===== src/rtl/tpu_ctrl_if.sv =====
// Host bus between the host and tpu_ctrl: one word access per cycle,
// with read data returned one cycle after the request.
interface tpu_ctrl_if #(
    parameter int ADDRW = 16,
    parameter int DATAW = 64
);
    logic             req;
    logic             r_w;
    logic [ADDRW-1:0] addr;
    logic [DATAW-1:0] dataIn;
    logic [DATAW-1:0] dataOut;
    logic             rd_valid;

    modport master (
        output req, r_w, addr, dataIn,
        input  dataOut, rd_valid
    );

    modport slave (
        input  req, r_w, addr, dataIn,
        output dataOut, rd_valid
    );
endinterface


===== src/rtl/tpu_ctrl.sv =====
// Host-side sequencer for the matrix datapath. It decodes host accesses into
// memA/memB/array strobes and runs the array for 3*DIM-2 cycles on start.
module tpu_ctrl #(
    parameter int BITS_AB = 8,
    parameter int BITS_C  = 16,
    parameter int DIM     = 8,
    parameter int ADDRW   = 16,
    parameter int DATAW   = 64
) (
    input  logic                     clk,
    input  logic                     rst,
    tpu_ctrl_if.slave                host,
    output logic                     a_en,
    output logic                     a_wr_en,
    output logic [$clog2(DIM)-1:0]   a_row,
    output logic [DIM*BITS_AB-1:0]   a_in,
    output logic                     b_en,
    output logic [DATAW-1:0]         b_in,
    output logic                     sa_en,
    output logic                     sa_wr_en,
    output logic [$clog2(DIM)-1:0]   c_row,
    output logic [DIM*BITS_C-1:0]    c_in,
    input  logic [DIM*BITS_C-1:0]    c_out
);
    localparam int RW = $clog2(DIM);
    localparam int CW = $clog2(3*DIM-1);
    localparam logic [CW-1:0] LAST = CW'(3*DIM-2);
    localparam logic [7:0] REG_A = 8'h01, REG_B = 8'h02, REG_C = 8'h03, REG_CTRL = 8'h04;

    typedef enum logic {IDLE, RUN} state_t;

    state_t          state;
    logic [CW-1:0]   cnt;
    logic            done, err, busy;
    logic [DATAW-1:0] hold;
    logic [DATAW-1:0] dout_p1;
    logic            vld_p1;

    logic [7:0]      region;
    logic [RW-1:0]   ra, rc;
    logic            h, wr, rd, in_run;
    logic [DATAW-1:0] rd_data;
    logic            unused_addr;

    assign region = host.addr[15:8];
    assign ra     = host.addr[RW-1:0];
    assign rc     = host.addr[RW:1];
    assign h      = host.addr[0];
    assign wr     = host.req && host.r_w && !rst;
    assign rd     = host.req && !host.r_w && !rst;
    assign busy   = (state == RUN);
    assign in_run = busy && !rst;
    assign unused_addr = ^host.addr[7:RW+1];

    // Datapath strobes: zero-latency from the request; RUN overrides host writes
    always_comb begin
        a_en     = 1'b0;
        a_wr_en  = 1'b0;
        a_row    = '0;
        a_in     = '0;
        b_en     = 1'b0;
        b_in     = '0;
        sa_en    = 1'b0;
        sa_wr_en = 1'b0;
        c_row    = '0;
        c_in     = '0;
        if (in_run) begin
            a_en  = 1'b1;
            b_en  = 1'b1;
            sa_en = 1'b1;
        end else if (wr) begin
            case (region)
                REG_A: begin
                    a_en    = 1'b1;
                    a_wr_en = 1'b1;
                    a_row   = ra;
                    a_in    = host.dataIn;
                end
                REG_B: begin
                    b_en = 1'b1;
                    b_in = host.dataIn;
                end
                REG_C: if (h) begin
                    sa_wr_en = 1'b1;
                    c_row    = rc;
                    c_in     = {host.dataIn, hold};
                end
                default: ;
            endcase
        end
        if (rd && region == REG_C)
            c_row = rc;
    end

    always_comb begin
        rd_data = '0;
        case (region)
            REG_C:    rd_data = h ? c_out[2*DATAW-1:DATAW] : c_out[DATAW-1:0];
            REG_CTRL: rd_data = DATAW'({err, done, busy});
            default:  ;
        endcase
    end

    // Stage p1: registered read response and sequencer state
    always_ff @(posedge clk) begin
        if (rst) begin
            state   <= IDLE;
            cnt     <= '0;
            done    <= 1'b0;
            err     <= 1'b0;
            hold    <= '0;
            dout_p1 <= '0;
            vld_p1  <= 1'b0;
        end else begin
            vld_p1 <= rd;
            if (rd)
                dout_p1 <= rd_data;
            case (state)
                IDLE: begin
                    if (wr && region == REG_C && !h)
                        hold <= host.dataIn;
                    if (wr && region == REG_CTRL) begin
                        if (host.dataIn[1]) begin
                            done <= 1'b0;
                            err  <= 1'b0;
                        end
                        if (host.dataIn[0]) begin
                            done  <= 1'b0;
                            state <= RUN;
                            cnt   <= CW'(1);
                        end
                    end
                end
                RUN: begin
                    if (wr)
                        err <= 1'b1;
                    if (cnt == LAST) begin
                        state <= IDLE;
                        done  <= 1'b1;
                        cnt   <= '0;
                    end else begin
                        cnt <= cnt + CW'(1);
                    end
                end
                default: state <= IDLE;
            endcase
        end
    end

    assign host.dataOut  = dout_p1;
    assign host.rd_valid = vld_p1;
endmodule


===== src/flat_wrapper.sv =====
// flat-port wrapper written by rule: the top's interface ports become plain ports
module tpu_ctrl_flat 
#(
    parameter int BITS_AB = 8,
    parameter int BITS_C  = 16,
    parameter int DIM     = 8,
    parameter int ADDRW   = 16,
    parameter int DATAW   = 64
)
  (clk, rst, a_en, a_wr_en, a_row, a_in, b_en, b_in, sa_en, sa_wr_en, c_row, c_in, c_out, host_req, host_r_w, host_addr, host_dataIn, host_dataOut, host_rd_valid);
  tpu_ctrl_if #(.ADDRW(ADDRW), .DATAW(DATAW)) host_i ();
  input  logic clk;
  input  logic rst;
  output logic a_en;
  output logic a_wr_en;
  output logic [$clog2(DIM)-1:0] a_row;
  output logic [DIM*BITS_AB-1:0] a_in;
  output logic b_en;
  output logic [DATAW-1:0] b_in;
  output logic sa_en;
  output logic sa_wr_en;
  output logic [$clog2(DIM)-1:0] c_row;
  output logic [DIM*BITS_C-1:0] c_in;
  input  logic [DIM*BITS_C-1:0] c_out;
  input wire logic [$bits(host_i.req)-1:0] host_req;
  input wire logic [$bits(host_i.r_w)-1:0] host_r_w;
  input wire logic [$bits(host_i.addr)-1:0] host_addr;
  input wire logic [$bits(host_i.dataIn)-1:0] host_dataIn;
  output wire logic [$bits(host_i.dataOut)-1:0] host_dataOut;
  output wire logic [$bits(host_i.rd_valid)-1:0] host_rd_valid;
  assign host_i.req = host_req;
  assign host_i.r_w = host_r_w;
  assign host_i.addr = host_addr;
  assign host_i.dataIn = host_dataIn;
  assign host_dataOut = host_i.dataOut;
  assign host_rd_valid = host_i.rd_valid;
  tpu_ctrl #(.BITS_AB(BITS_AB), .BITS_C(BITS_C), .DIM(DIM), .ADDRW(ADDRW), .DATAW(DATAW)) u_core (.clk(clk), .rst(rst), .host(host_i), .a_en(a_en), .a_wr_en(a_wr_en), .a_row(a_row), .a_in(a_in), .b_en(b_en), .b_in(b_in), .sa_en(sa_en), .sa_wr_en(sa_wr_en), .c_row(c_row), .c_in(c_in), .c_out(c_out));
endmodule

===== config.mk =====
export PLATFORM = sky130hd
export DESIGN_NAME = tpu_ctrl_flat
export DESIGN_NICKNAME = d
export VERILOG_FILES = /design/src/rtl/tpu_ctrl_if.sv /design/src/rtl/tpu_ctrl.sv /design/src/flat_wrapper.sv
export SDC_FILE = /design/constraint.sdc
export NUM_CORES = 1
export LEC_CHECK = 0
export CORE_AREA = 8 8 204 206
export DETAILED_ROUTE_END_ITERATION = 10
export DIE_AREA = 0 0 212 214
export GPL_ROUTABILITY_DRIVEN = 0
export SYNTH_ARGS = -nofsm -noshare
export SYNTH_HDL_FRONTEND = slang
export SYNTH_SLANG_ARGS = --single-unit

===== constraint.sdc =====
create_clock -name clk -period 4.55 [get_ports clk]
set_input_delay 1.1375 -clock clk [delete_from_list [all_inputs] [get_ports clk]]
set_output_delay 1.1375 -clock clk [all_outputs]
set_load 0.01 [all_outputs]

## Word-level counts from Yosys, hierarchy flattened

Index checks and enable logic that the tools add are counted.
Widths: inputs -> output; s select.

| storage, ports and cells | value |
|---|---|
| register bits after elaboration | 137 |
| latch bits | 0 |
| bits in writable memories | 0 |
| bits in read-only memories | 0 |
| input port bits | 212 |
| output and inout port bits | 332 |
| logic and storage cells | 84 |
| memories | 0 |

| cells by class | value |
|---|---|
| add/sub/neg operators | 1 |
| $mul | 0 |
| div/mod/pow operators | 0 |
| order comparisons | 0 |
| equality and inequality tests | 11 |
| shift-type cells | 0 |
| muxes and demuxes | 48 |
| bitwise gates (word level) | 1 |
| reductions and logical operators | 16 |

Operators by type and width:

| cell | count |
|---|---|
| $mux 128 | 4 |
| $mux 64 | 7 |
| $pmux 64 s2 | 1 |
| $mux 3 | 8 |
| $mux 1 | 21 |
| $eq 8x2->1 const B | 2 |
| $mux 5 | 3 |
| $pmux 5 s2 | 1 |
| $logic_and 1x1->1 | 9 |
| $eq 8x1->1 const B | 1 |
| $eq 8x3->1 const B | 1 |
| $ne 2x2->1 const B | 4 |
| $pmux 1 s2 | 3 |
| $reduce_and 3->1 | 2 |
| $add 5x1->5 const B | 1 |
| $eq 5x5->1 const B | 1 |
| $reduce_and 2->1 | 2 |
| $logic_not 1->1 | 3 |
| $ne 3x3->1 const B | 1 |
| $ne 2x1->1 const B | 1 |
| $not 1->1 | 1 |

## Logic depth before layout (Yosys ltp)

| logic depth | value |
|---|---|
| depth after elaboration | 5 |
| mapped depth | 6 |
| mapped depth without buffers | 5 |

## Worst setup path after synthesis

OpenSTA, ideal clock, no wires.

| timing | value |
|---|---|
| kind | in2out |
| from | input host_addr[13] |
| to | output c_in[100] |
| data arrival time | 2613 ps |
| data required time | 3413 ps |
| slack | 799 ps |
| cell stages on the path | 6 |
| buffers on the path | 3 |
| cell sequence | or4_1 > buf_4 > nor4b_4 > buf_4 > clkbuf_2 > and2_1 |

| on the way | value |
|---|---|
| cells in the longest elaborated chain, start to end | 4 |

Ends and longest elaborated chain:

| what | RTL line | source |
|---|---|---|
| from (decl) | flat_wrapper.sv:27 | `input wire logic [$bits(host_i.addr)-1:0] host_addr;` |
| $eq 8x2->1 | tpu_ctrl.sv:72 | `case (region)` |
| $mux 128 | tpu_ctrl.sv:72 |  |
| $mux 128 | tpu_ctrl.sv:71 | `end else if (wr) begin` |
| $mux 128 | tpu_ctrl.sv:67 | `if (in_run) begin` |
| to (decl) | flat_wrapper.sv:23 | `output logic [DIM*BITS_C-1:0] c_in;` |

No other way between the ends.

## Final worst setup path

| timing | value |
|---|---|
| from | input host_addr[14] |
| to | output a_in[33] |

| on the way | value |
|---|---|
| cells in the longest elaborated chain, start to end | 4 |

Ends and longest elaborated chain:

| what | RTL line | source |
|---|---|---|
| $eq 8x1->1 | tpu_ctrl.sv:72 |  |
| $mux 64 | tpu_ctrl.sv:72 |  |
| $mux 64 | tpu_ctrl.sv:71 |  |
| $mux 64 | tpu_ctrl.sv:67 |  |
| to (decl) | flat_wrapper.sv:17 | `output logic [DIM*BITS_AB-1:0] a_in;` |

No other way between the ends.

==> key figures <==
Clock network
  • Number of buffers between clock root and the deepest sink: 2
  • Total number of clock tree sinks: 137
  • TritonCTS clock tree: built
  • Root Buffer Master: sky130_fd_sc_hd__clkbuf_16
  • H-tree depth: 4
  • Total clock buffers created by CTS: 17
  • Clock-pin slew reported for the worst setup and hold paths after clock tree synthesis: 0.06 ns
  • Clock insertion delay at the later pin of the skew report: 0.43 ns

Route
  • Remaining design rule violation count: 0
  • Detailed-routing wirelength on met1: 15300 microns
  • Sum of met3 wire segment lengths after detailed routing: 3060 microns
  • Via count: 7820
  • Detailed-routing iteration count for the pre-antenna-repair pass: 4
  • Post-detailed-route wirelength per cell: 19.9 microns
  • Detail-routed via count per cell: 4.16
  • Met2 layer wire length in the routed design: 18100 microns
  • Number of antenna-violating nets in the routed design: 0
  • Initial drt markers: 304
  • Highest Signal Layer: met4
  • Final Routed Wirelength: 37400 microns

Synthesis
  • Post-synthesis sequential area ratio: 0.367
  • Async S/R FF share, synth: 0
  • Dominant register cell in the synthesized netlist: sky130_fd_sc_hd__dfxtp_1
  • Unique cell type count in the Yosys netlist: 49
  • Post-synthesis instance total: 794
  • Count of synthesis-stage warnings from yosys: 0
  • Post-synthesis average cell area: 9.42 sq um
  • Number of nets produced by synthesis: 1008
  • Flop and latch count out of synthesis: 137
  • Number of enable flip-flop cells after synthesis: 0
  • Post-synthesis instance area: 0.00748 sq mm

Floorplanning
  • Site row count: 72
  • Horiz. Die Dim: 212 microns
  • Overall die height: 214 microns
  • Number of primary I/O pins: 544
  • Die ar.: 0.0454 sq mm
  • Starting Density: 0.195
  • Placeable Area: 0.0383 sq mm

Global route
  • Global route total overflow: 0
  • Total routing usage reported by global routing: 0.147
  • Vias in the first global route: 8066
  • Antenna violations before repair: 3
  • Largest net degree at the start of global routing: 66
  • Global-route wire length before repair: 51100 microns

Pwr
  • Ratio of total power to cell area: 220 mW/mm^2
  • Leakage: 7.21 nW
  • Worst-case vdd ir drop: 0.247 mV

Critical path
  • Kind of end point of the critical path: primary output
  • Worst path arrival time: 3.44 ns
  • Element type at the critical path start: primary input
  • Critical Path Slowest Stage Cell: sky130_fd_sc_hd__or4_4
  • Number of cells on the worst reg-to-reg path: 4
  • Chain of cells forming the critical path: clkdlybuf4s50_1 -> or4_4 -> buf_6 -> nor3_4 -> buf_4 -> buf_4 -> clkbuf_16 -> and2_1 -> dlygate4sd2_1
  • Maximum fanout along the worst path: 32
  • Critical path's largest stage delay: 0.58 ns
  • WP data required: 3.41 ns
  • Most frequent cell on the critical path: sky130_fd_sc_hd__buf_4
  • WS Path Type: primary input to primary output

Layout
  • Layout cell share with drive strength beyond 1: 0.207
  • Post-route standard cell area excluding fillers: 0.0141 sq mm
  • Final standard cell count with taps included and fillers excluded: 1878
  • Synth-to-Final Area Change: 88.4%
  • Final-stage net count: 1560
  • Final-layout fill cell count: 3952

Timing
  • Final period utilization: 1.01
  • Number of hold-slack violations in the final timing report: 0
  • Worst relative slew slack: 0.421
  • Post-route minimum period: 4.57 ns
  • Number of setup violations in the final report: 2
  • Maximum clock rate: 219 MHz
  • Slew at the pin closest to its max-slew limit: 0.869 ns
  • Min setup slack post-route: -0.0238 ns
  • Setup repair after global routing missed its margin: yes
  • Count of pins over their slew limit: 0
  • Setup TNS: -0.0245 ns
  • Worst clock skew: 0.00660 ns

Place
  • Cells after DPL: 1824
  • Count of buffers inserted at the top-level ports: 539
  • Detailed placement HPWL: 27700 microns
  • Post-placement cell area: 0.0136 sq mm

Job
  • Total of max-cap violations: 0

Min path
  • Hold path depth: 2
  • Hold Crit Class: flop to flop

Outcome
  • Violated checks: setup timing
  • Status: complete, but fails checks
==> through the flow <==
stage | util | hold slack (ns) | setup WS [ns] | total power, mW
global placement | 0.356 | 0.441 | -0.262 | 1.57
CTS | 0.369 | 0.455 | -0.209 | 3.16
finish | 0.368 | 0.456 | -0.0238 | 3.10
detailed placement | 0.356 | 0.444 | -0.282 | 1.57
floorplan | - | 0.430 | 0.799 | 1.31
global route | 0.368 | 0.478 | -0.0858 | 3.23
==> path summary, 6_finish.rpt <==
path / start / end / slack (ns)
max: host_addr[14] / a_in[33] / -0.02
min: u_core.hold[6] / u_core.hold[6] / 0.46
max reg2reg: u_core.busy / u_core.hold[24] / 2.69
min reg2reg: u_core.hold[6] / u_core.hold[6] / 0.46
==> layout make-up <==
cell class / instances / area [sq um] / share of cell area
Clock inverter: 14 / 219 / 0.0155
Sequential cell: 137 / 2740 / 0.195
Tap cell: 518 / 648 / 0.0460
Antenna cell: 1 / 2.50 / 0.000178
Timing Repair Buffer: 597 / 5550 / 0.394
Inverter: 9 / 33.8 / 0.00240
Multi-Input combinational cell: 584 / 4460 / 0.316
Clock buffer: 18 / 439 / 0.0312
==> report_power, final <==
group	leakage [nW]	switching [mW]	internal, mW
Sequential	1.10	0.000344	1.20
Clock	0.317	0.570	0.991
Combinational	5.79	0.135	0.207
==> timing repair <==
item | 4_1_cts | 5_1_grt
hold buffers | 0 | 0
pin swaps | 1 | 3
setup buffers | 4 | 9
gates cloned | 2 | 6
setup endpoints to repair | 257 | 155
gates resized for setup | 210 | 315
==> worst max-delay path, delay by kind of cell <==
family	cells	cell delay [ns]
buf+inv	6	1.37
simple gates	3	0.92
==> cell families after synthesis <==
group                      Yosys count  synth area share
muxes                              128             0.181
adders and majority gates            2           0.00334
AOI/OAI and AO/OA                   80            0.0903
xor gates and xnor gates             1           0.00117
buffers and inverters               73            0.0415
and+or+nand+nor                    373             0.316
DFF                                137             0.367
==> sequential cells by signal, summed over array words and instances, names as in the netlist <==
name and count:
u_core.done 1, u_core.host.rd_valid 1, u_core.err 1, u_core.host.dataOut 64
u_core.hold 64, u_core.cnt 5, u_core.busy 1
==> Yosys cell counts, drive strengths merged (2+ instances only) <==
master   instances  area [sq um]
and2           254          1590
nand2           16          60.1
nand2b           3          18.8
nor2b           59           369
buf              9          48.8
nor3b            4          30.0
nand3            7          35.0
mux2i           71           711
o21ai            5          25.0
o221ai           3          26.3
o2bb2ai         63           552
nor2             3          11.3
inv              8          30.0
nor3             2          26.3
nor4             7          58.8
dfxtp          137          2740
nand4            3          18.8
clkbuf          55           228
nor4b            2          32.5
ha               2          25.0
or4b             3          30.0
mux2            57           642
==> cells in the final DEF (no fill, tap or decap), types with 16 or more instances in the layout <==
| cell | instances |
|---|---|
| sky130_fd_sc_hd__and2_1 | 254 |
| sky130_fd_sc_hd__buf_4 | 39 |
| sky130_fd_sc_hd__clkbuf_16 | 23 |
| sky130_fd_sc_hd__clkbuf_2 | 117 |
| sky130_fd_sc_hd__clkdlybuf4s50_1 | 278 |
| sky130_fd_sc_hd__dfxtp_1 | 137 |
| sky130_fd_sc_hd__dlygate4sd2_1 | 72 |
| sky130_fd_sc_hd__dlymetal6s2s_1 | 55 |
| sky130_fd_sc_hd__mux2_2 | 57 |
| sky130_fd_sc_hd__mux2i_1 | 71 |
| sky130_fd_sc_hd__nand2_1 | 16 |
| sky130_fd_sc_hd__nor2b_1 | 59 |
| sky130_fd_sc_hd__o2bb2ai_1 | 63 |
==> routing by layer <==
metal  up-vias  GRT usage
li1       3811          -
met5         -          0
met2       376      0.260
met1      3593      0.160
met4         0     0.0538
met3        40     0.0533
No activity file was read; power rests on OpenSTA's default activity.
